<file path="src/rtl/wb_spi_xbar_pkg.sv">
// ---------------------------------------------------------------------------
// wb_spi_xbar_pkg
// Shared definitions for the Wishbone single-host / multi-slave decoder that
// sits behind the SPI-to-Wishbone bridge: bus widths, the window-select bit
// positions inside the host address, the default error read pattern, the
// watchdog counter width and the decoder FSM state type.
// ---------------------------------------------------------------------------
package wb_spi_xbar_pkg;

   localparam int WB_ADR_W = 22;
   localparam int WB_DAT_W = 32;
   localparam int WIN_MSB  = 21;
   localparam int WIN_LSB  = 20;
   localparam int WDOG_W   = 16;

   // Pattern returned to the host on any error completion, chosen so that a
   // failed read is easy to spot in an SPI trace.
   localparam logic [WB_DAT_W-1:0] DEFAULT_ERR_DATA = 32'hBADACCE5;

   typedef enum logic [1:0] {
      IDLE = 2'd0,
      BUSY = 2'd1,
      ACK  = 2'd2
   } xbar_state_t;

endpackage

</file>
<file path="src/rtl/wb_xbar_watchdog.sv">
// ---------------------------------------------------------------------------
// wb_xbar_watchdog
// Saturating cycle counter that measures how long a slave access has been
// outstanding and raises a timeout strobe once the limit is reached.
//
// Ports:
//   wb_clk_i   clock
//   wb_rst_ni  asynchronous active-low reset
//   clear      restart the count from zero (new access accepted)
//   enable     count this cycle (access outstanding)
//   timeout    high while the count equals TIMEOUT_CYCLES-1
// ---------------------------------------------------------------------------
module wb_xbar_watchdog
   import wb_spi_xbar_pkg::*;
#(
   parameter int TIMEOUT_CYCLES = 1023
) (
   input  logic wb_clk_i,
   input  logic wb_rst_ni,
   input  logic clear,
   input  logic enable,
   output logic timeout
);

   logic [WDOG_W-1:0] count;

   // The counter parks at all-ones rather than wrapping, so a stuck access
   // can never alias back onto a small count and skip its timeout.
   always_ff @(posedge wb_clk_i or negedge wb_rst_ni) begin
      if (!wb_rst_ni) begin
         count <= '0;
      end else if (clear) begin
         count <= '0;
      end else if (enable && (count != {WDOG_W{1'b1}})) begin
         count <= count + 1'b1;
      end
   end

   // Count is zero in the first outstanding cycle, so this fires in the
   // TIMEOUT_CYCLES-th cycle of the access.
   assign timeout = (count == WDOG_W'(TIMEOUT_CYCLES - 1));

endmodule

</file>
<file path="src/rtl/wb_spi_xbar.sv">
// ---------------------------------------------------------------------------
// wb_spi_xbar
// Wishbone single-host decoder for up to four slave windows selected by
// wb_adr_i[21:20]. One access is outstanding at a time. Every host access
// is guaranteed to complete: unmapped windows and slaves that never ack
// (watchdog timeout) complete with ERR_DATA.
//
// Ports:
//   wb_clk_i, wb_rst_ni             clock, async active-low reset
//   wb_cyc_i/stb_i/we_i/adr_i/sel_i/dat_i   host request
//   wb_ack_o, wb_dat_o              registered single-cycle ack + read data
//   s_cyc_o, s_stb_o                per-slave cycle/strobe (identical)
//   s_we_o, s_adr_o, s_sel_o, s_dat_o   shared registered request copy
//   s_dat_i, s_ack_i                per-slave read data (slave n at [32n+:32])
//                                   and acks
//
// Optional feature (macro WB_SPI_XBAR_ERR_EN):
//   err_o       pulse coincident with an error wb_ack_o
//   err_cnt_o   saturating count of error completions
//   err_adr_o   address of the most recent error completion
// ---------------------------------------------------------------------------
module wb_spi_xbar
   import wb_spi_xbar_pkg::*;
#(
   parameter int                   NSLAVE         = 4,
   parameter int                   TIMEOUT_CYCLES = 1023,
   parameter logic [WB_DAT_W-1:0]  ERR_DATA       = DEFAULT_ERR_DATA
) (
   input  logic                       wb_clk_i,
   input  logic                       wb_rst_ni,
   input  logic                       wb_cyc_i,
   input  logic                       wb_stb_i,
   input  logic                       wb_we_i,
   input  logic [WB_ADR_W-1:0]        wb_adr_i,
   input  logic [3:0]                 wb_sel_i,
   input  logic [WB_DAT_W-1:0]        wb_dat_i,
   output logic                       wb_ack_o,
   output logic [WB_DAT_W-1:0]        wb_dat_o,
   output logic [NSLAVE-1:0]          s_cyc_o,
   output logic [NSLAVE-1:0]          s_stb_o,
   output logic                       s_we_o,
   output logic [WB_ADR_W-1:0]        s_adr_o,
   output logic [3:0]                 s_sel_o,
   output logic [WB_DAT_W-1:0]        s_dat_o,
   input  logic [NSLAVE*WB_DAT_W-1:0] s_dat_i,
   input  logic [NSLAVE-1:0]          s_ack_i
`ifdef WB_SPI_XBAR_ERR_EN
   ,
   output logic                       err_o,
   output logic [15:0]                err_cnt_o,
   output logic [WB_ADR_W-1:0]        err_adr_o
`endif
);

   xbar_state_t           state_q;
   xbar_state_t           state_d;
   logic [NSLAVE-1:0]     win_onehot;
   logic                  win_mapped;
   logic                  slave_ack;
   logic [WB_DAT_W-1:0]   slave_rdata;
   logic                  timeout;
   logic                  accept;
   logic                  finish_ok;
   logic                  finish_err;
   logic                  abort_req;

   // Decode the requested window into a one-hot slave select. Windows at or
   // above NSLAVE decode to all zeros and are treated as unmapped.
   always_comb begin
      win_onehot = '0;
      for (int n = 0; n < NSLAVE; n++) begin
         if (wb_adr_i[WIN_MSB:WIN_LSB] == 2'(n)) begin
            win_onehot[n] = 1'b1;
         end
      end
   end

   assign win_mapped = |win_onehot;

   // The active s_cyc_o bit doubles as the window select, so acks and read
   // data from any other slave are masked off here.
   assign slave_ack = |(s_ack_i & s_cyc_o);

   always_comb begin
      slave_rdata = '0;
      for (int n = 0; n < NSLAVE; n++) begin
         if (s_cyc_o[n]) begin
            slave_rdata = s_dat_i[WB_DAT_W*n +: WB_DAT_W];
         end
      end
   end

   // Next-state logic. A slave ack beats the timeout, which beats a host
   // abort. The !wb_ack_o term in IDLE keeps a host that still holds
   // cyc/stb for one cycle after its ack from starting a second access.
   always_comb begin
      state_d    = state_q;
      accept     = 1'b0;
      finish_ok  = 1'b0;
      finish_err = 1'b0;
      abort_req  = 1'b0;
      case (state_q)
         IDLE: begin
            if (wb_cyc_i && wb_stb_i && !wb_ack_o) begin
               accept = 1'b1;
               if (win_mapped) begin
                  state_d = BUSY;
               end else begin
                  finish_err = 1'b1;
                  state_d    = ACK;
               end
            end
         end
         BUSY: begin
            if (slave_ack) begin
               finish_ok = 1'b1;
               state_d   = ACK;
            end else if (timeout) begin
               finish_err = 1'b1;
               state_d    = ACK;
            end else if (!wb_cyc_i) begin
               abort_req = 1'b1;
               state_d   = IDLE;
            end
         end
         ACK: begin
            state_d = IDLE;
         end
         default: begin
            state_d = IDLE;
         end
      endcase
   end

   // State register, shared request copy, slave cycle and host response.
   // The host ack is raised on the way out of ACK, so it lands one cycle
   // after the completion edge and overlaps the first IDLE cycle.
   always_ff @(posedge wb_clk_i or negedge wb_rst_ni) begin
      if (!wb_rst_ni) begin
         state_q  <= IDLE;
         s_cyc_o  <= '0;
         s_we_o   <= 1'b0;
         s_adr_o  <= '0;
         s_sel_o  <= '0;
         s_dat_o  <= '0;
         wb_dat_o <= '0;
         wb_ack_o <= 1'b0;
      end else begin
         state_q  <= state_d;
         wb_ack_o <= (state_q == ACK);
         if (accept) begin
            s_we_o  <= wb_we_i;
            s_adr_o <= wb_adr_i;
            s_sel_o <= wb_sel_i;
            s_dat_o <= wb_dat_i;
            s_cyc_o <= win_onehot;
         end
         if (finish_ok || abort_req || (finish_err && (state_q == BUSY))) begin
            s_cyc_o <= '0;
         end
         if (finish_ok) begin
            wb_dat_o <= slave_rdata;
         end else if (finish_err) begin
            wb_dat_o <= ERR_DATA;
         end
      end
   end

   assign s_stb_o = s_cyc_o;

   wb_xbar_watchdog #(
      .TIMEOUT_CYCLES (TIMEOUT_CYCLES)
   ) u_watchdog (
      .wb_clk_i  (wb_clk_i),
      .wb_rst_ni (wb_rst_ni),
      .clear     (accept),
      .enable    (state_q == BUSY),
      .timeout   (timeout)
   );

`ifdef WB_SPI_XBAR_ERR_EN
   logic err_pend_q;

   // Remember whether the pending completion is an error so the error
   // pulse, counter and address update line up with the host ack.
   always_ff @(posedge wb_clk_i or negedge wb_rst_ni) begin
      if (!wb_rst_ni) begin
         err_pend_q <= 1'b0;
         err_o      <= 1'b0;
         err_cnt_o  <= '0;
         err_adr_o  <= '0;
      end else begin
         if (finish_ok) begin
            err_pend_q <= 1'b0;
         end else if (finish_err) begin
            err_pend_q <= 1'b1;
         end
         err_o <= (state_q == ACK) && err_pend_q;
         if ((state_q == ACK) && err_pend_q) begin
            err_adr_o <= s_adr_o;
            if (err_cnt_o != 16'hFFFF) begin
               err_cnt_o <= err_cnt_o + 16'd1;
            end
         end
      end
   end
`endif

endmodule
</file>
<file path="config.mk">
export PLATFORM = sky130hd
export DESIGN_NAME = wb_spi_xbar
export DESIGN_NICKNAME = d
export VERILOG_FILES = /design/src/rtl/wb_spi_xbar_pkg.sv /design/src/rtl/wb_xbar_watchdog.sv /design/src/rtl/wb_spi_xbar.sv
export SDC_FILE = /design/constraint.sdc
export NUM_CORES = 1
export LEC_CHECK = 0
export BUFFER_PORTS_ARGS = -buffer_cell sky130_fd_sc_hd__buf_2
export CORE_MARGIN = 10
export CORE_UTILIZATION = 46
export CTS_CLUSTER_DIAMETER = 40
export DETAILED_ROUTE_END_ITERATION = 10
export PLACE_DENSITY = 0.91
export SLEW_MARGIN = 20
export SYNTH_ARGS = -nofsm -noshare
export SYNTH_HDL_FRONTEND = slang
export SYNTH_SLANG_ARGS = --single-unit
</file>
<file path="constraint.sdc">
create_clock -name wb_clk_i -period 2.09 [get_ports wb_clk_i]
set_input_delay 0.418 -clock wb_clk_i [delete_from_list [all_inputs] [get_ports wb_clk_i]]
set_output_delay 0.418 -clock wb_clk_i [all_outputs]
set_load 0.02 [all_outputs]
</file>
==> impl_metrics.yaml, run 1 <==
logic_synthesis:
  synth_top_family_by_area: "compound AO/OA/AOI/OAI gates"
  synth_fa_ha_area_share_pct: 0.444
  synth_warnings: 0
  ys.flop_type: "dfrtp_1"
  synth_xor_area_share_pct: 0.776
  netlist_area_mm2: 0.00564
  synth_simple_gate_area_share_pct: 21.0
  synth_edf_count: 0
  syn-mean-instance-area_um2: 9.35
  synthCells: 603
  synth_cell_type_count: 45
  synth_seq_cells: 114
  synth_compound_area_share_pct: 21.0
  synthesis.nets: 800
  async_flop_share_pct: 100
  synth.mux.area_fraction_pct: 0.177
  yosysSeqAreaShare_pct: 50.6
run:
  drv_cap: 0
grt:
  grt_pass1_wl_mm: 28.7
  antenna_found_initial: 0
  grt_max_degree: 68
  grt_pass1_vias: 5723
  grt_overflow_total: 0
  grt_usage_pct: 21.1
routing:
  via_per_inst: 5.28
  drtIter0Drc: 228
  avgRoutedWirePerCell_um: 17.9
  dr.pass1.iters: 6
  drt.antenna.violating_nets: 0
  drc: 0
  wl_mm: 18.6
  vias: 5481
timing:
  finalClockSkew_ns: 0.0179
  max_freq_ghz: 0.524
  maxSlewViolCount: 0
  setup_violations: 0
  fin_crit_ns: 1.91
  fin_setup_tns_ns: 0
  period_share_pct: 91.3
  fin_ws_ns: 0.183
  rsz0062_at_grt: "no"
  worst_slew_pin_slew_ns: 0.460
  hold_ws_ns: 0.200
  relSlewSlack_pct: 68.9
  hold_viol: 0
worst_setup_path:
  crit_type: "register to register"
  worstPathArrival_ns: 2.22
  critPathLaunchType: "register"
  cp_max_fo: 20
  reg2reg_depth: 6
  cp.required_ns: 2.40
  endpoint_kind: "register"
die:
  dieArea_mm2: 0.0171
  die_h_um: 131
  num_rows: 40
  coreArea_mm2: 0.0120
  io_pins: 295
  die_w_um: 131
  initial_utilization_pct: 47.0
placement:
  hpwl_mm: 14.3
  place_ws_ns: 0.164
  port-buffer-count: 294
  gp_congestion: 0.866
clock_network:
  clk_pin_slew_ns: 0.06
  root_buffer: "clkbuf_16"
  cts_tree: "built"
  clock_latency_ns: 0.40
  numClockSinks: 114
  cts-htree-levels: 4
  clockBufferDepth: 2
  cts_buffers: 17
  post_cts_buffers: 0
power_and_ir_drop:
  ir_drop_mv: 0.866
  p_leak_uw: 0.00416
  cellPowerDensity_mw_per_mm2: 1480
cells_and_area:
  diodes: 0
  final_common_cell: "buf_2"
  final_cell_mix: "buf_2, nand2_1, dfrtp_1, a21oi_1, a221oi_1"
  fin_nets: 1077
  drive_above_1_share_pct: 41.4
  syn_to_final_growth_pct: 38.8
min_path:
  whs_path_depth: 3
  hold_path.class: "primary input to register"
run_status:
  status: "complete, no violations"
[critical path, stage by stage (launching register included)]
cell,delay (ns)
dfrtp_1,0.38
and3_1,0.36
and4_4,0.28
a31oi_2,0.11
nand2b_4,0.27
inv_6,0.25
a2bb2oi_2,0.16
[through the flow]
stage          instances  power (uW)  instance area [um2]  utilization [%]
6_report            1038       11600                 7830             65.2
3_5_place_dp        1007        8700                 7200             60.0
4_1_cts             1038       11700                 7820             65.1
2_1_floorplan        603        6910                 5640                -
5_1_grt             1038       12400                 7830             65.2
3_3_place_gp        1007        8550                 7200             60.0
[state kept, by name, summed over array words and instances, names as in the netlist]
| signal | cells |
|---|---|
| s_dat_o | 32 |
| state_q | 2 |
| s_we_o | 1 |
| s_adr_o | 22 |
| s_cyc_o | 4 |
| wb_dat_o | 32 |
| s_sel_o | 4 |
| wb_ack_o | 1 |
| u_watchdog.count | 16 |
[final timing paths]
| path | startpoint | to | slack, ns |
|---|---|---|---|
| worst max-delay path | u_watchdog.count[2] | wb_dat_o[29] | 0.18 |
| worst min-delay path | wb_adr_i[14] | s_adr_o[14] | 0.20 |
| worst max register to register | u_watchdog.count[2] | wb_dat_o[29] | 0.18 |
| worst min register to register | s_dat_o[24] | s_dat_o[24] | 0.47 |
| max in group asynchronous | wb_rst_ni | wb_dat_o[18] | 0.94 |
| min in group asynchronous | wb_rst_ni | s_dat_o[9] | 0.51 |
[cell families (layout without fill, tap and decap cells)]
logic type               count (synthesis)  count (layout)
AO/OA/AOI/OAI                          144             144
XOR/XNOR                                 5               5
adder cells (fa/ha/maj)                  2               2
buffers and inverters                   70             358
flip-flops                             114             114
multiplexers                             1               1
AND/OR/NAND/NOR                        267             267
[final cells by class]
cell class	instances	area [um2]
fill	897	4190
sequential	114	2860
multi-input combinational	419	2460
timing repair buffer	307	1640
clock buffer	21	480
tap	147	184
clock inverter	9	130
inverter	21	83.8
[metal layers]
metal | wire [um] | track usage, %
met1 | 7090 | 23.9
met2 | 8820 | 34.4
met3 | 2300 | 8.90
met4 | 418 | 8.96
met5 | 0 | 0
[report_power, final]
group | internal, uW | total, uW | switching, uW
Combinational | 1900 | 4970 | 3060
Clock | 1980 | 2960 | 973
Sequential | 3110 | 3690 | 577
Total | 7000 | 11600 | 4610
[cells in the mapped netlist, drive strengths merged (4+ instances only)]
library cell | number | area (um2)
and3 | 4 | 26.3
nor3 | 16 | 80.1
a211o | 19 | 166
nor2b | 15 | 93.8
clkbuf | 30 | 113
a21oi | 42 | 210
nand4 | 5 | 46.3
dfrtp | 114 | 2850
xnor2 | 4 | 35.0
nand2 | 192 | 721
o2bb2ai | 13 | 114
buf | 19 | 144
inv | 21 | 81.3
nand3 | 7 | 35.0
a2bb2oi | 19 | 285
nor2 | 8 | 30.0
a221oi | 32 | 280
or3 | 6 | 37.5
o21ai | 12 | 60.1
[timing repair]
item                                    CTS  global route
hold endpoints to repair                 32             0
hold buffers                              1             0
gates resized for setup                   0             1
endpoints found under the setup margin    0            18
(Power assumes the default switching activity.)
==> inputs of run 2 (changes only) <==
--- a/config.mk
+++ b/config.mk
@@ -6,11 +6,13 @@
 export NUM_CORES = 1
 export LEC_CHECK = 0
 export BUFFER_PORTS_ARGS = -buffer_cell sky130_fd_sc_hd__buf_2
+export CELL_PAD_IN_SITES_DETAIL_PLACEMENT = 1
+export CELL_PAD_IN_SITES_GLOBAL_PLACEMENT = 1
 export CORE_MARGIN = 10
-export CORE_UTILIZATION = 46
+export CORE_UTILIZATION = 33
 export CTS_CLUSTER_DIAMETER = 40
 export DETAILED_ROUTE_END_ITERATION = 10
-export PLACE_DENSITY = 0.91
+export PLACE_DENSITY = 0.92
 export SLEW_MARGIN = 20
 export SYNTH_ARGS = -nofsm -noshare
 export SYNTH_HDL_FRONTEND = slang
==> run 2 against run 1 <==
Global-route usage decreased by 2.3 points. Critical path depth increased by 1. First-iteration DRC count decreased by 25%. Maximum frequency decreased by 2.8%. Clock power decreased by 3%. Die area increased by 33%. Via count increased by 3.8%. Non-clock buffer count increased by 3. Register-to-register slack got worse by 0.05 ns. Largest power group unchanged.
==> impl_metrics.yaml, run 2 (synthesis gave the netlist of run 1 again) <==
cells_and_area:
  diodes: 0
  drive_above_1_share_pct: 41.7
  final_common_cell: "buf_2"
  largestRegisters: "s_dat_o: 32 flops, wb_dat_o: 32 flops, s_adr_o: 22 flops"
  final_cell_mix: "buf_2, nand2_1, dfrtp_1, a21oi_1, a221oi_1"
  fillers: 2021
  syn_to_final_growth_pct: 40.9
  final_cell_area_mm2: 0.00795
  fin_nets: 1081
power_and_ir_drop:
  cellPowerDensity_mw_per_mm2: 1480
  ir_drop_mv: 0.729
  p_leak_uw: 0.00417
clock_network:
  numClockSinks: 114
  cts_buffers: 17
  clk_pin_slew_ns: 0.06
  cts-htree-levels: 4
  post_cts_buffers: 0
  clock_latency_ns: 0.41
  clockBufferDepth: 2
  root_buffer: "clkbuf_16"
  cts_tree: "built"
worst_setup_path:
  endpoint_kind: "register"
  crit_type: "register to register"
  slowest_stage: "dfrtp_1"
  critPathLaunchType: "register"
  path_cells: "inv_1, ha_1, nor4b_1, a31oi_2, nand2b_4, inv_4, a2bb2oi_2"
  cp_max_fo: 20
  slowest_delay_ns: 0.43
  cp.required_ns: 2.42
  worstPathArrival_ns: 2.29
timing:
  fin_ws_ns: 0.128
  setup_violations: 0
  hold_viol: 0
  max_freq_ghz: 0.510
  hold_ws_ns: 0.192
  worst_slew_pin_slew_ns: 0.513
  fin_crit_ns: 1.96
  fin_setup_tns_ns: 0
  finalClockSkew_ns: 0.00919
  maxSlewViolCount: 0
  rsz0062_at_grt: "no"
  relSlewSlack_pct: 65.8
  period_share_pct: 93.9
grt:
  grt_usage_pct: 18.8
  grt_overflow_total: 0
  grt_max_degree: 68
  antenna_found_initial: 1
  grt_pass1_vias: 6249
  grt_pass1_wl_mm: 34.1
routing:
  drc: 0
  dr.pass1.iters: 4
  vias: 5690
  drtIter0Drc: 171
  avgRoutedWirePerCell_um: 20.0
  wl_mm: 22.3
  via_per_inst: 5.09
  drt.antenna.violating_nets: 0
run_status:
  status: "complete, no violations"
die:
  die_w_um: 151
  coreArea_mm2: 0.0166
  io_pins: 295
  initial_utilization_pct: 33.9
  num_rows: 47
  die_h_um: 151
  dieArea_mm2: 0.0227
placement:
  place_area_mm2: 0.00734
  place_ws_ns: 0.121
  gp_congestion: 0.873
  port-buffer-count: 294
  hpwl_mm: 17.3
run:
  drv_cap: 0
min_path:
  hold_path.class: "primary input to register"
[run 2: per-stage QoR]
step | utilization [%] | total power [uW] | instances
detailed placement | 44.1 | 8930 | 1083
floorplan | - | 6910 | 603
global placement | 44.1 | 8710 | 1083
global route | 47.8 | 12500 | 1117
CTS | 47.7 | 11900 | 1116
finish | 47.8 | 11700 | 1117
[run 2: cell type report]
cell class                      instances  area, um2  area share, %
Inverter                               21       81.3           1.02
Clock inverter                         12        131           1.65
Clock buffer                           20        457           5.74
Multi-Input combinational cell        420       2470           31.0
Timing Repair Buffer                  310       1680           21.2
Tap cell                              220        275           3.46
Sequential cell                       114       2860           35.9
[run 2: layer usage]
layer / routed length (um) / track usage (%)
met1: 8880 / 21.4
met2: 10300 / 30.5
met3: 2820 / 10.0
met4: 324 / 4.76
met5: 13 / 0
[run 2: report_power, final]
group	total (uW)	switching, uW	internal (uW)
Sequential	3710	599	3110
Combinational	5150	3190	1960
Clock	2880	1070	1820
[run 2: timing repair]
item,CTS,global route
endpoints found under the setup margin,0,2
endpoints found under the hold margin,32,0
hold buffers,1,0
gates resized for setup,0,1
[run 2: path summary, 6_finish.rpt]
check / startpoint / end / slack [ns] / depth (start not counted)
worst max-delay path: u_watchdog.count[0] / wb_dat_o[19] / 0.13 / 7
worst min-delay path: wb_dat_i[8] / s_dat_o[8] / 0.19 / 3
worst max register to register: u_watchdog.count[0] / wb_dat_o[19] / 0.13 / 7
worst min register to register: s_adr_o[6] / s_adr_o[6] / 0.47 / 2
max in group asynchronous: wb_rst_ni / wb_dat_o[16] / 0.86 / 3
min in group asynchronous: wb_rst_ni / s_dat_o[1] / 0.52 / 2
[run 2: critical path: cells and delay by family (launching register included)]
| kind | cells | cell delay [ns] |
|---|---|---|
| AO/OA/AOI/OAI | 2 | 0.35 |
| adder cells (fa/ha/maj) | 1 | 0.17 |
| buffers and inverters | 2 | 0.39 |
| flip-flops | 1 | 0.43 |
| AND/OR/NAND/NOR | 2 | 0.53 |
==> inputs of run 3 (changes only) <==
--- a/config.mk
+++ b/config.mk
@@ -13,6 +13,7 @@
 export CTS_CLUSTER_DIAMETER = 40
 export DETAILED_ROUTE_END_ITERATION = 10
 export PLACE_DENSITY = 0.92
+export RECOVER_POWER = 100
 export SLEW_MARGIN = 20
 export SYNTH_ARGS = -nofsm -noshare
 export SYNTH_HDL_FRONTEND = slang
==> constraint.sdc (replaced) <==
create_clock -name wb_clk_i -period 2.2 [get_ports wb_clk_i]
set_input_delay 0.44 -clock wb_clk_i [delete_from_list [all_inputs] [get_ports wb_clk_i]]
set_output_delay 0.44 -clock wb_clk_i [all_outputs]
set_load 0.02 [all_outputs]
==> run 3 against run 2 <==
The run now ends with capacitance limit, slew limit left. Clock-buffer cell count shrank 3. Maximum frequency fell by 3.6%. Clock power rose by 2%. Final cell count is 0.27% lower. Critical path depth did not move. Clock skew fell by 0.0028 ns. Wire length is 0.22% higher. Sequential share of layout area up 0.76 points. Sequential cell count unchanged. Worst setup slack improved by 0.036 ns.
==> impl_metrics.yaml, run 3 (synthesis gave the netlist of run 1 again) <==
timing:
  max_freq_ghz: 0.491
  setup_violations: 0
  relSlewSlack_pct: -0.138
  worst_slew_pin_slew_ns: 1.50
  hold_viol: 0
  fin_ws_ns: 0.164
  period_share_pct: 92.6
  rsz0062_at_grt: "no"
  fin_setup_tns_ns: 0
  finalClockSkew_ns: 0.00637
  maxSlewViolCount: 22
  hold_ws_ns: 0.215
  fin_crit_ns: 2.04
worst_setup_path:
  crit_type: "register to register"
  endpoint_kind: "register"
  cp.required_ns: 2.53
  cp_max_fo: 20
  worstPathArrival_ns: 2.37
  path_cells: "inv_1, ha_1, nor4b_1, a31oi_2, nand2b_4, inv_4, a2bb2oi_2"
  slowest_stage: "dfrtp_1"
  slowest_delay_ns: 0.43
  critPathLaunchType: "register"
  r2r_slack_ns: 0.16
clock_network:
  clk_pin_slew_ns: 0.06
  cts.repair.resized: 0
  cts_buffers: 17
  cts_tree: "built"
  numClockSinks: 114
  cts-htree-levels: 4
  clock_latency_ns: 0.41
  clockBufferDepth: 2
  root_buffer: "clkbuf_16"
die:
  num_rows: 47
  die_w_um: 151
  initial_utilization_pct: 33.9
  dieArea_mm2: 0.0227
  die_h_um: 151
  coreArea_mm2: 0.0166
  io_pins: 295
cells_and_area:
  syn_to_final_growth_pct: 38.0
  drive_above_1_share_pct: 30.5
  diodes: 0
  stdcell_count: 1114
  final_common_cell: "buf_2"
  largestRegisters: "s_dat_o: 32 flops, wb_dat_o: 32 flops, s_adr_o: 22 flops"
  fin_nets: 1078
  final_cell_mix: "buf_2, nand2_1, dfrtp_1, clkbuf_1, a21oi_1"
placement:
  port-buffer-count: 294
  gp_congestion: 0.874
  place_ws_ns: 0.225
  hpwl_mm: 17.5
  dpl.cell_count: 1081
routing:
  avgRoutedWirePerCell_um: 20.1
  via_per_inst: 5.14
  drtIter0Drc: 185
  wl_mm: 22.4
  drt.antenna.violating_nets: 0
  drc: 0
  dr.pass1.iters: 4
  vias: 5724
run_status:
  failed_checks: "capacitance limit, slew limit"
  status: "finished with violations"
min_path:
  hold_path.class: "primary input to register"
power_and_ir_drop:
  cellPowerDensity_mw_per_mm2: 1420
  p_leak_uw: 0.00383
  ir_drop_mv: 0.677
grt:
  grt_pass1_wl_mm: 34.3
  antenna_found_initial: 1
  grt_usage_pct: 19.3
  grt_max_degree: 68
  grt_overflow_total: 0
  grt_pass1_vias: 6270
run:
  drv_cap: 1
-- run 3: where the power goes --
part           switching [uW]  internal, uW  leakage (uW)
logic                    3030          1550       0.00210
clock network            1040          1910      0.000301
registers                 590          2960       0.00144
total                    4650          6410       0.00383
-- run 3: area by class of cell --
cell class | instances | area, um2
clock buffer | 17 | 425
tap | 220 | 275
clock inverter | 15 | 205
inverter | 21 | 81.3
sequential | 114 | 2860
fill | 2046 | 8860
multi-input combinational | 419 | 2450
timing repair buffer | 308 | 1490
-- run 3: metrics by stage --
step | total power [uW] | util (%) | area [um2]
6_report | 11100 | 46.8 | 7790
3_3_place_gp | 8230 | 43.9 | 7300
2_1_floorplan | 6560 | - | 5640
3_5_place_dp | 8440 | 43.9 | 7300
4_1_cts | 11500 | 47.7 | 7940
5_1_grt | 11800 | 46.8 | 7790
-- run 3: repair_timing --
item	CTS	global route
hold buffers	1	0
endpoints found under the hold margin	22	0
setup buffers	0	0
endpoints found under the setup margin	0	0
-- run 3: routing by layer --
layer	routed length [um]	track usage [%]	up-vias
li1	-	-	2643
met1	8520	21.6	2784
met2	10900	31.9	274
met3	2710	9.72	21
met4	298	4.76	2
met5	13	0	-
-- run 3: worst paths after layout --
kind                           endpoint                 from  depth (start not counted)
min                          s_dat_o[3]          wb_dat_i[3]                          3
min reg2reg                  s_sel_o[0]           s_sel_o[0]                          2
min in group asynchronous    s_dat_o[2]            wb_rst_ni                          2
max reg2reg                wb_dat_o[28]  u_watchdog.count[0]                          7
max                        wb_dat_o[28]  u_watchdog.count[0]                          7
max in group asynchronous    s_cyc_o[2]            wb_rst_ni                          2
-- run 3: worst max-delay path: cells and delay by family, from the launching register on --
kind | cells | cell delay [ns]
compound gates | 2 | 0.37
fa+ha+maj | 1 | 0.13
buf+inv | 2 | 0.38
flops | 1 | 0.43
simple gates | 2 | 0.63
